$ cat config.mk
export PLATFORM = sky130hd
export DESIGN_NAME = loop_counter_nd
export DESIGN_NICKNAME = d
export VERILOG_FILES = /design/src/rtl/loop_counter_nd.sv
export SDC_FILE = /design/constraint.sdc
export NUM_CORES = 1
export LEC_CHECK = 0
export CAP_MARGIN = 10
export CORE_MARGIN = 8
export CORE_UTILIZATION = 40
export DETAILED_ROUTE_END_ITERATION = 6
export PLACE_DENSITY = 0.71
export SYNTH_ARGS = -nofsm -noshare
export SYNTH_HDL_FRONTEND = slang
export SYNTH_SLANG_ARGS = --single-unit
$ cat constraint.sdc
create_clock -name clk_i -period 1.9 [get_ports clk_i]
set_clock_uncertainty 0.1 [all_clocks]
set_input_delay 0.57 -clock clk_i [delete_from_list [all_inputs] [get_ports clk_i]]
set_output_delay 0.57 -clock clk_i [all_outputs]
set_load 0.02 [all_outputs]
$ cat src/rtl/loop_counter_nd.sv
// loop_counter_nd: chained nested-loop counter (level 0 innermost) with start/busy/done handshake
module loop_counter_nd #(
  parameter int CNT_WIDTH = 4,
  parameter int NUM_LVL   = 2
) (
  input  logic                         clk_i,
  input  logic                         rst_n_i,
  input  logic                         start_i,
  input  logic                         en_i,
  input  logic                         clr_i,
  input  logic                         cont_i,
  input  logic [NUM_LVL*CNT_WIDTH-1:0] limit_i,
  output logic [NUM_LVL*CNT_WIDTH-1:0] cnt_o,
  output logic [NUM_LVL-1:0]           last_o,
  output logic                         busy_o,
  output logic                         done_o
);
  localparam int NW = NUM_LVL * CNT_WIDTH;
  typedef enum logic {IDLE, RUN} state_t;
  state_t          state_q, state_d;
  logic [NW-1:0]   cnt_q, cnt_d, lim_q, lim_d, cnt_inc;
  logic            cont_q, cont_d, done_q, done_d;
  logic [NUM_LVL:0]   carry;
  logic [NUM_LVL-1:0] at_lim;
  assign carry[0] = 1'b1;
  // a level moves only when every level below it sits at its limit
  for (genvar k = 0; k < NUM_LVL; k++) begin : g_lvl
    assign at_lim[k]   = cnt_q[k*CNT_WIDTH +: CNT_WIDTH] == lim_q[k*CNT_WIDTH +: CNT_WIDTH];
    assign carry[k+1]  = carry[k] & at_lim[k];
    assign cnt_inc[k*CNT_WIDTH +: CNT_WIDTH] = !carry[k] ? cnt_q[k*CNT_WIDTH +: CNT_WIDTH] :
                                               at_lim[k] ? '0 : cnt_q[k*CNT_WIDTH +: CNT_WIDTH] + 1'b1;
  end
  always_comb begin
    state_d = state_q;
    cnt_d   = cnt_q;
    lim_d   = lim_q;
    cont_d  = cont_q;
    done_d  = 1'b0;
    if (clr_i) begin
      state_d = IDLE;
      cnt_d   = '0;
    end else if (state_q == IDLE) begin
      if (start_i) begin
        state_d = RUN;
        cnt_d   = '0;
        lim_d   = limit_i;
        cont_d  = cont_i;
      end
    end else if (en_i) begin
      cnt_d = cnt_inc;
      if (carry[NUM_LVL]) begin
        done_d  = 1'b1;
        state_d = cont_q ? RUN : IDLE;
      end
    end
  end
  always_ff @(posedge clk_i or negedge rst_n_i) begin
    if (!rst_n_i) begin
      state_q <= IDLE;
      cnt_q   <= '0;
      lim_q   <= '0;
      cont_q  <= 1'b0;
      done_q  <= 1'b0;
    end else begin
      state_q <= state_d;
      cnt_q   <= cnt_d;
      lim_q   <= lim_d;
      cont_q  <= cont_d;
      done_q  <= done_d;
    end
  end
  assign busy_o = state_q == RUN;
  assign done_o = done_q;
  assign cnt_o  = cnt_q;
  assign last_o = at_lim & {NUM_LVL{busy_o}};
endmodule

# Word-level counts from Yosys, hierarchy flattened
# Cells that the tools add are included.
op_classes:
  n_eq_ne: 4
  n_addsub: 2
  bitwise: 4
  muxes: 17
  reduce_logical: 4
ops:
  columns: ["op", "n"]
  rows:
  - ["8-bit 2-to-1 mux", 4]
  - ["4-bit 2-to-1 mux", 3]
  - ["1-bit 2-to-1 mux", 10]
  - ["4-bit by 1-bit adder with 4-bit output (second input constant)", 2]
  - ["4-bit == test", 2]
  - ["3-bit AND reduction", 2]
  - ["3-bit by 2-bit != test with 1-bit output (second input constant)", 1]
  - ["3-bit != test (second input constant)", 1]
  - ["3-bit nonzero test", 1]
  - ["2-bit bitwise AND", 1]
  - ["1-bit NOT", 2]
  - ["2-bit AND reduction", 1]
  - ["1-bit bitwise AND", 1]
word_totals:
  word_cells: 37
  inputBits: 14
  register_bits: 19
  out_inout_bits: 12

# Depth between registers and ports, before layout
# Gate-level depths: netlist (run 1).
depth:
  ltp_word: 6
  mapped_depth: 5
  ltp_nobuf: 5

# Worst setup path after synthesis (run 1)
# Ideal clock, no wire load.
synth_path:
  path_kind: "register to output"
  from: "reg cnt_q[0] (netlist: cnt_o[0])"
  to: "out last_o[0]"
  path_buffers: 0
  required_time_ps: 1230
  arrival_ps: 1332
  setup_slack_ps: -102
  path_stages_with_launch: 4
  cell_sequence: "dfrtp_1 > xor2_1 > nor4_4 > and2_2"
synth_via:
  elab_chain_cells: 2
synth_lines:
  columns: ["item", "line_no", "source"]
  rows:
  - ["start: declaration", "21", "logic [NW-1:0] cnt_q, cnt_d, lim_q, lim_d, cnt_inc;"]
  - ["start signal: assignment", "66", "cnt_q <= cnt_d;"]
  - ["4-bit == test", "28", "assign at_lim[k] = cnt_q[k*CNT_WIDTH +: CNT_WIDTH] == lim_q[k*CNT_WIDTH +: CNT_WIDTH];"]
  - ["2-bit bitwise AND", "75", "assign last_o = at_lim & {NUM_LVL{busy_o}};"]
  - ["end: declaration", "14", "output logic [NUM_LVL-1:0] last_o,"]
# Every way passes these cells.

# Final worst setup path (run 1)
layout_path:
  from: "reg lim_q[2]"
  to: "out last_o[0]"
layout_via:
  elab_chain_cells: 2
layout_lines:
  columns: ["item", "line_no", "source"]
  rows:
  - ["start: declaration", "21", null]
  - ["start signal: assignment", "67", "lim_q <= lim_d;"]
  - ["4-bit == test", "28", null]
  - ["2-bit bitwise AND", "75", null]
# Every way passes these cells.

==> results of run 1 <==
[where the power goes]
group	total [W]	switching, W	leakage, nW	internal [W]
Combinational	0.000253	0.000109	0.451	0.000144
Clock	0.000207	0.000125	0.0150	0.0000818
Sequential	0.000481	0.0000329	0.240	0.000448
Total	0.000941	0.000267	0.706	0.000674
[synthesized netlist by cell type]
cell / number
dfrtp_1: 19
mux2_2: 9
xor2_1: 9
nand2_1: 8
inv_1: 4
nand2b_1: 3
nand3_1: 3
nor3_1: 3
o21ai_0: 3
ha_1: 2
nor2_1: 2
nor3b_1: 2
o22ai_1: 2
a21o_1: 1
a21oi_1: 1
a31oi_4: 1
and2_1: 1
and2_2: 1
and3_1: 1
mux2i_1: 1
nand3b_1: 1
nor2b_1: 1
nor4_1: 1
nor4_4: 1
or3_2: 1
or4b_1: 1
[metrics by stage]
stage / instances / instance area (um2) / setup TNS (ns)
finish: 162 / 1460 / -0.677
global placement: 155 / 1390 / -2.92
detailed placement: 155 / 1390 / -3.16
global route: 162 / 1460 / -1.14
floorplan: 82 / 958 / -0.0127
CTS: 160 / 1410 / -0.763
[registers in the layout, indices dropped and copies added (netlist names)]
name / count
done_o: 1
cnt_o: 8
busy_o: 1
cont_q: 1
lim_q: 8
[final timing paths]
check,startpoint,endpoint,slack (ns),cells after the start
max,lim_q[2],last_o[0],-0.26,4
min,lim_q[2],lim_q[2],0.44,1
max reg2reg,lim_q[2],cnt_o[3],-0.10,7
min reg2reg,lim_q[2],lim_q[2],0.44,1
max in group asynchronous,rst_n_i,cnt_o[2],0.99,2
min in group asynchronous,rst_n_i,lim_q[3],0.49,2
[cell type report]
type / instances / share of cell area, %
repair buffers: 48 / 28.0
inverters: 4 / 1.03
clock buffers: 4 / 1.80
well taps: 28 / 2.40
flip-flops and latches: 19 / 32.8
multi-input cells: 59 / 34.0
[logic make-up (layout without fill, tap and decap cells)]
family	Yosys count	after routing	share of synthesized area, %
simple gates	30	30	19.0
flops	19	19	50.2
mux	10	10	11.8
xor+xnor	9	9	8.32
compound gates	8	8	6.47
buf+inv	4	56	1.58
fa+ha+maj	2	2	2.64
[layer usage]
| layer | vias up | wire (um) |
|---|---|---|
| li1 | 387 | - |
| met1 | 380 | 943 |
| met2 | 23 | 1110 |
| met3 | 3 | 146 |
| met4 | 0 | 17 |
| met5 | - | 0 |
[timing repair]
item | 4_1_cts | 5_1_grt
buffers inserted | 1 | 2
endpoints found under the setup margin | 12 | 8
resized for setup | 20 | 7
pin swaps | 2 | 3
endpoints found under the hold margin | 0 | 0
==> results.yml, run 1 <==
placed_design:
  place_ws_ns: -0.404
  gp_congestion: 0.746
  dp_hpwl_um: 1770
  port_buffers: 25
routing:
  drt_wl_total_um: 2220
  vias_per_cell: 4.90
  drc: 0
  drt-initial-drc-count: 36
  ant_nets: 0
  wl_per_cell_um: 13.7
  via_count: 793
  firstDrtPassIters: 4
global_routing:
  met2_usage_pct: 18.8
  overflow: 0
  grt_pass1_vias: 810
  grt_usage_pct: 11.2
  met1_usage_pct: 13.6
  grt_max_degree: 20
  antenna_found_initial: 0
  met3_usage_pct: 3.44
  grt.busiest_layer: "met2"
  grt_pass1_wl_um: 3840
layout:
  nets: 151
  syn2layout_area_growth_pct: 54.0
  multi_input_area_um2: 495
  final_cell_mix: "24 x buf_4, 17 x dfrtp_1, 13 x clkdlybuf4s50_1"
  postLayoutCoreUtil_pct: 65.3
  final_layout_size_suffix_gt1_share_pct: 37.3
  final_common_cell: "buf_4"
  antennaDiodeCount: 0
  final-seq-area_um2: 478
  fill_cells: 195
clock_network:
  clock_path_buffers: 2
  root_buffer: "clkbuf_4"
  worstSkewPairLatency_ns: 0.30
  hold_buffers: 0
  clk_pin_slew_ns: 0.11
  numCtsBuffers: 3
  htreeDepth: 1
  clkSinkCount: 19
  tritoncts: "yes"
setup_path:
  critPathLaunchType: "flop"
  max_stage_delay_ns: 0.40
  crit_family: "simple AND/OR/NAND/NOR gates"
  path_max_fanout: 2
  crit_chain: "xor2_1 -> nor4_4 -> and2_4 -> buf_4"
  worstPathArrival_ns: 1.49
  crit_type: "flop to output pin"
  critPathCaptureType: "output pin"
  cpMaxStageDelayCell: "dfrtp_1"
  required_ns: 1.23
  crit_buf_inv: 1
synth:
  postSynthAreaPerCell_um2: 11.6
  yosysTopAreaCell: "dfrtp_1"
  ys_seq_elements: 19
  synth.area.top_cells: "dfrtp_1 50%, mux2_2 11%, xor2_1 8.3%"
  yosys_warnings: 0
  syn-num-nets: 98
  ys_types: 26
  synth_cells: 82
  yosysSeqAreaShare_pct: 50.2
  synth.top_cell.area_share_pct: 50.2
  syn-cell-area_um2: 947
sta:
  min_period_ns: 2.16
  hold_viol_final: 0
  fmax_mhz: 463
  rsz0062_at_grt: "true"
  slew_viol_final: 0
  worst_slack_ns: -0.258
  relSlewSlack_pct: 82.2
  worst_slew_pin_slew_ns: 0.266
  timing.hold.ws_ns: 0.440
  period_share_pct: 114
  setup_viol: 4
hold_path:
  hp-class: "flop to flop"
run_status:
  violations: "negative setup slack"
  outcome: "finished with violations"
floorplanning:
  row_count: 17
  die-area_um2: 4180
  die_x_um: 64.7
  core_um2: 2230
  start_util_pct: 42.4
  die_height_um: 64.7
  io_pins: 26
power_and_ir_drop:
  p_leak_nw: 0.706
  p_total_w: 0.000941
  power_density_nw_per_um2: 645
  peakVddDrop_mv: 0.455
flow_run:
  cap_violations: 0
Power figures use the tool's default switching activity.
==> run 2, diff against run 1 <==
--- a/config.mk
+++ b/config.mk
@@ -9,7 +9,7 @@
 export CORE_MARGIN = 8
 export CORE_UTILIZATION = 40
 export DETAILED_ROUTE_END_ITERATION = 6
-export PLACE_DENSITY = 0.71
+export PLACE_DENSITY = 0.76
 export SYNTH_ARGS = -nofsm -noshare
 export SYNTH_HDL_FRONTEND = slang
 export SYNTH_SLANG_ARGS = --single-unit
==> results.yml, run 2 (synthesized netlist as in run 1, its figures left out) <==
layout:
  final_layout_size_suffix_gt1_share_pct: 38.1
  multi_input_area_um2: 505
  final_common_cell: "buf_4"
  layout.cells.non_filler: 162
  final-seq-area_um2: 478
  syn2layout_area_growth_pct: 55.9
  antennaDiodeCount: 0
  nets: 151
  fill_cells: 181
  final_cell_mix: "23 x buf_4, 17 x dfrtp_1, 13 x clkdlybuf4s50_1"
setup_path:
  critPathLaunchType: "flop"
  path_max_fanout: 2
  crit_type: "flop to output pin"
  worstPathArrival_ns: 1.55
  required_ns: 1.23
  r2r_slack_ns: -0.06
  critPathCaptureType: "output pin"
  startpoint: "cnt_o[5]"
  reg2reg_from: "lim_q[2]"
  r2r_cells: 6
  crit_end: "last_o[1]"
  reg2reg_to: "cnt_o[7]"
sta:
  min_period_ns: 2.22
  setup_viol: 3
  worst_slack_ns: -0.316
  relSlewSlack_pct: 79.3
  worst_slew_pin_slew_ns: 0.308
  fmax_mhz: 451
  period_share_pct: 117
  slew_viol_final: 0
  rsz0062_at_grt: "true"
  hold_viol_final: 0
  setup_tns_ns: -0.648
global_routing:
  grt_pass1_vias: 871
  grt_max_degree: 20
  grt_pass1_wl_um: 3930
  grt_usage_pct: 11.5
  antenna_found_initial: 0
  overflow: 0
power_and_ir_drop:
  power_density_nw_per_um2: 646
  p_leak_nw: 0.716
  peakVddDrop_mv: 0.688
floorplanning:
  start_util_pct: 42.4
  die-area_um2: 4180
  die_x_um: 64.7
  row_count: 17
  die_height_um: 64.7
  io_pins: 26
  core_um2: 2230
placed_design:
  dp_hpwl_um: 1860
  gp_congestion: 0.766
  port_buffers: 25
  place_inst: 153
hold_path:
  min_from: "lim_q[5]"
  hp-class: "flop to flop"
clock_network:
  numCtsBuffers: 3
  clkSinkCount: 19
  clk_pin_slew_ns: 0.11
  worstSkewPairLatency_ns: 0.30
  tritoncts: "yes"
  hold_buffers: 0
  root_buffer: "clkbuf_4"
  htreeDepth: 1
  clock_path_buffers: 2
flow_run:
  cap_violations: 0
routing:
  highest_layer: "met4"
  drc: 0
  ant_nets: 0
  wl_met3_um: 121
  firstDrtPassIters: 4
  vias_per_cell: 5.02
  m1WireLength_um: 1060
  wl_per_cell_um: 15.3
  drt-initial-drc-count: 28
  drt_wl_total_um: 2480
  routed-wl-met2_um: 1250
  via_count: 814
run_status:
  outcome: "finished with violations"
  violations: "negative setup slack"
[run 2: per-layer routing]
metal / up-vias / GRT usage [%]
li1: 383 / -
met2: 23 / 20.0
met1: 404 / 13.5
met3: 4 / 3.26
met4: 0 / 3.27
met5: - / 0
[run 2: worst min-delay path by stage]
stage | end | cells past startpoint
3_5_place_dp | lim_q[5] | 1
5_1_grt | lim_q[5] | 1
2_1_floorplan | busy_o | 0
4_1_cts | lim_q[5] | 1
6_report | lim_q[5] | 1
3_3_place_gp | lim_q[2] | 1
[run 2: layout make-up]
class                   instances  area share [%]
repair buffers                 48            28.2
flip-flops and latches         19            32.4
clock buffers                   4            1.78
well taps                      28            2.37
inverters                       4            1.02
multi-input cells              59            34.2
[run 2: report_power, final]
group,internal (W),leakage (nW),total [W],switching [W]
logic,0.000146,0.461,0.000258,0.000112
registers,0.000448,0.240,0.000488,0.0000402
clock network,0.0000818,0.0150,0.000208,0.000126
[run 2: through the flow]
step / hold slack, ns / util (%) / setup WS [ns] / power [W] / cell area, um2
finish: 0.449 / 66.1 / -0.316 / 0.000954 / 1480
CTS: 0.448 / 63.9 / -0.294 / 0.000937 / 1430
floorplan: 0.174 / - / -0.0127 / 0.000608 / 958
global placement: 0.409 / 61.7 / -0.380 / 0.000711 / 1380
global route: 0.465 / 66.1 / -0.423 / 0.00101 / 1480
detailed placement: 0.422 / 61.7 / -0.423 / 0.000724 / 1380
[run 2: critical path, cell delays in order (launching register included)]
cell and delay, ns:
dfrtp_1 0.42, xor2_1 0.16, nor4_2 0.36, and2_4 0.21, buf_6 0.11
[run 2: timing repair]
action	CTS	global route
endpoints found under the setup margin	13	7
gates resized for setup	22	9
buffers inserted	2	3
pin swaps	2	6
==> run 3, diff against run 2 <==
--- a/config.mk
+++ b/config.mk
@@ -6,7 +6,6 @@
 export NUM_CORES = 1
 export LEC_CHECK = 0
 export CAP_MARGIN = 10
-export CORE_MARGIN = 8
 export CORE_UTILIZATION = 40
 export DETAILED_ROUTE_END_ITERATION = 6
 export PLACE_DENSITY = 0.76
==> results.yml, run 3 (synthesized netlist as in run 1, its figures left out) <==
run_status:
  outcome: "finished with violations"
  violations: "negative setup slack"
routing:
  drt-initial-drc-count: 9
  drt_wl_total_um: 2210
  vias_per_cell: 4.87
  wl_per_cell_um: 13.8
  drc: 0
  firstDrtPassIters: 3
  via_count: 779
  ant_nets: 0
floorplanning:
  row_count: 17
  die_height_um: 50.7
  start_util_pct: 42.8
  die-area_um2: 2570
  core_um2: 2210
  die_x_um: 50.7
  io_pins: 26
clock_network:
  root_buffer: "clkbuf_4"
  tritoncts: "yes"
  hold_buffers: 0
  clkSinkCount: 19
  htreeDepth: 1
  clk_pin_slew_ns: 0.11
  numCtsBuffers: 3
  clock_path_buffers: 2
  worstSkewPairLatency_ns: 0.29
flow_run:
  cap_violations: 0
sta:
  slew_viol_final: 0
  min_period_ns: 2.18
  worst_slew_pin_slew_ns: 0.257
  timing.hold.ws_ns: 0.438
  hold_viol_final: 0
  period_share_pct: 115
  relSlewSlack_pct: 82.7
  fmax_mhz: 459
  rsz0062_at_grt: "true"
  setup_viol: 3
  worst_slack_ns: -0.278
layout:
  final_cell_mix: "21 x buf_4, 16 x dfrtp_1, 13 x clkdlybuf4s50_1"
  layout.cells.non_filler: 160
  final_layout_size_suffix_gt1_share_pct: 40.9
  syn2layout_area_growth_pct: 55.2
  antennaDiodeCount: 0
  nets: 149
  finalInstanceArea_um2: 1470
  final_common_cell: "buf_4"
power_and_ir_drop:
  power_density_nw_per_um2: 641
  p_leak_nw: 0.699
  peakVddDrop_mv: 0.565
  p_total_w: 0.000943
placed_design:
  place_ws_ns: -0.400
  place_inst: 153
  dp_hpwl_um: 1620
  port_buffers: 25
  gp_congestion: 0.740
  dpl_cell_area_um2: 1380
hold_path:
  min_from: "lim_q[4]"
  hp-class: "flop to flop"
  hold_path_depth: 1
  min_to: "lim_q[4]"
setup_path:
  reg2reg_to: "cnt_o[7]"
  required_ns: 1.23
  reg2reg_from: "lim_q[0]"
  path_max_fanout: 2
  critPathCaptureType: "output pin"
  crit_type: "flop to output pin"
  r2r_slack_ns: -0.07
  r2r_cells: 6
  worstPathArrival_ns: 1.51
  critPathLaunchType: "flop"
global_routing:
  grt_pass1_vias: 819
  grt_usage_pct: 18.6
  antenna_found_initial: 0
  overflow: 0
  grt_pass1_wl_um: 3570
  grt_max_degree: 20
## run 3: cell count changes in the layout (fill, tap and decap cells not counted), sizes merged
cell and change:
buf -2, clkdlybuf4s15 +1, clkinv +1, dlygate4sd2 -1, dlymetal6s2s -1
## run 3: worst max-delay path by stage
stage | start | end | cells past startpoint
2_1_floorplan | cnt_o[2] | last_o[0] | 3
3_3_place_gp | lim_q[2] | last_o[0] | 4
3_5_place_dp | lim_q[2] | last_o[0] | 4
4_1_cts | cnt_o[6] | last_o[1] | 4
5_1_grt | lim_q[0] | last_o[0] | 4
6_report | lim_q[0] | last_o[0] | 4
## run 3: area by class of cell
type	instances	area (um2)
Clock inverter	1	5.00
Fill cell	198	742
Inverter	4	15.0
Sequential cell	19	479
Clock buffer	3	22.5
Multi-Input combinational cell	59	518
Tap cell	28	35.0
Timing Repair Buffer	46	395
## run 3: what timing repair did
action	4_1_cts	5_1_grt
endpoints found under the setup margin	14	8
endpoints found under the hold margin	0	0
buffers inserted	2	2
pin swaps	2	5
resized for setup	25	13
## run 3: metal layers
metal | routed length [um] | share of wire [%] | global-route usage [%]
met1 | 1040 | 47 | 26.1
met2 | 1090 | 49 | 29.6
met3 | 68 | 3.1 | 2.42
met4 | 13 | 0.59 | 6.48
met5 | 0 | 0 | 0
## run 3: power breakdown
| part | switching (W) | internal, W |
|---|---|---|
| combinational | 0.000107 | 0.000141 |
| sequential | 0.0000406 | 0.000448 |
| clock | 0.000127 | 0.0000782 |
## run 3: metrics by stage
stage	utilization [%]	TNS [ns]
after global routing	66.5	-0.849
after detailed placement	62.3	-2.88
final	66.5	-0.598
after floorplan	-	-0.0127
after CTS	64.1	-0.859
after global placement	62.3	-2.67
## run 3: critical path, stage by stage (launching register included)
cell and delay (ns):
dfrtp_1 0.42, xor2_2 0.20, nor4_4 0.30, and2_4 0.18, buf_6 0.11
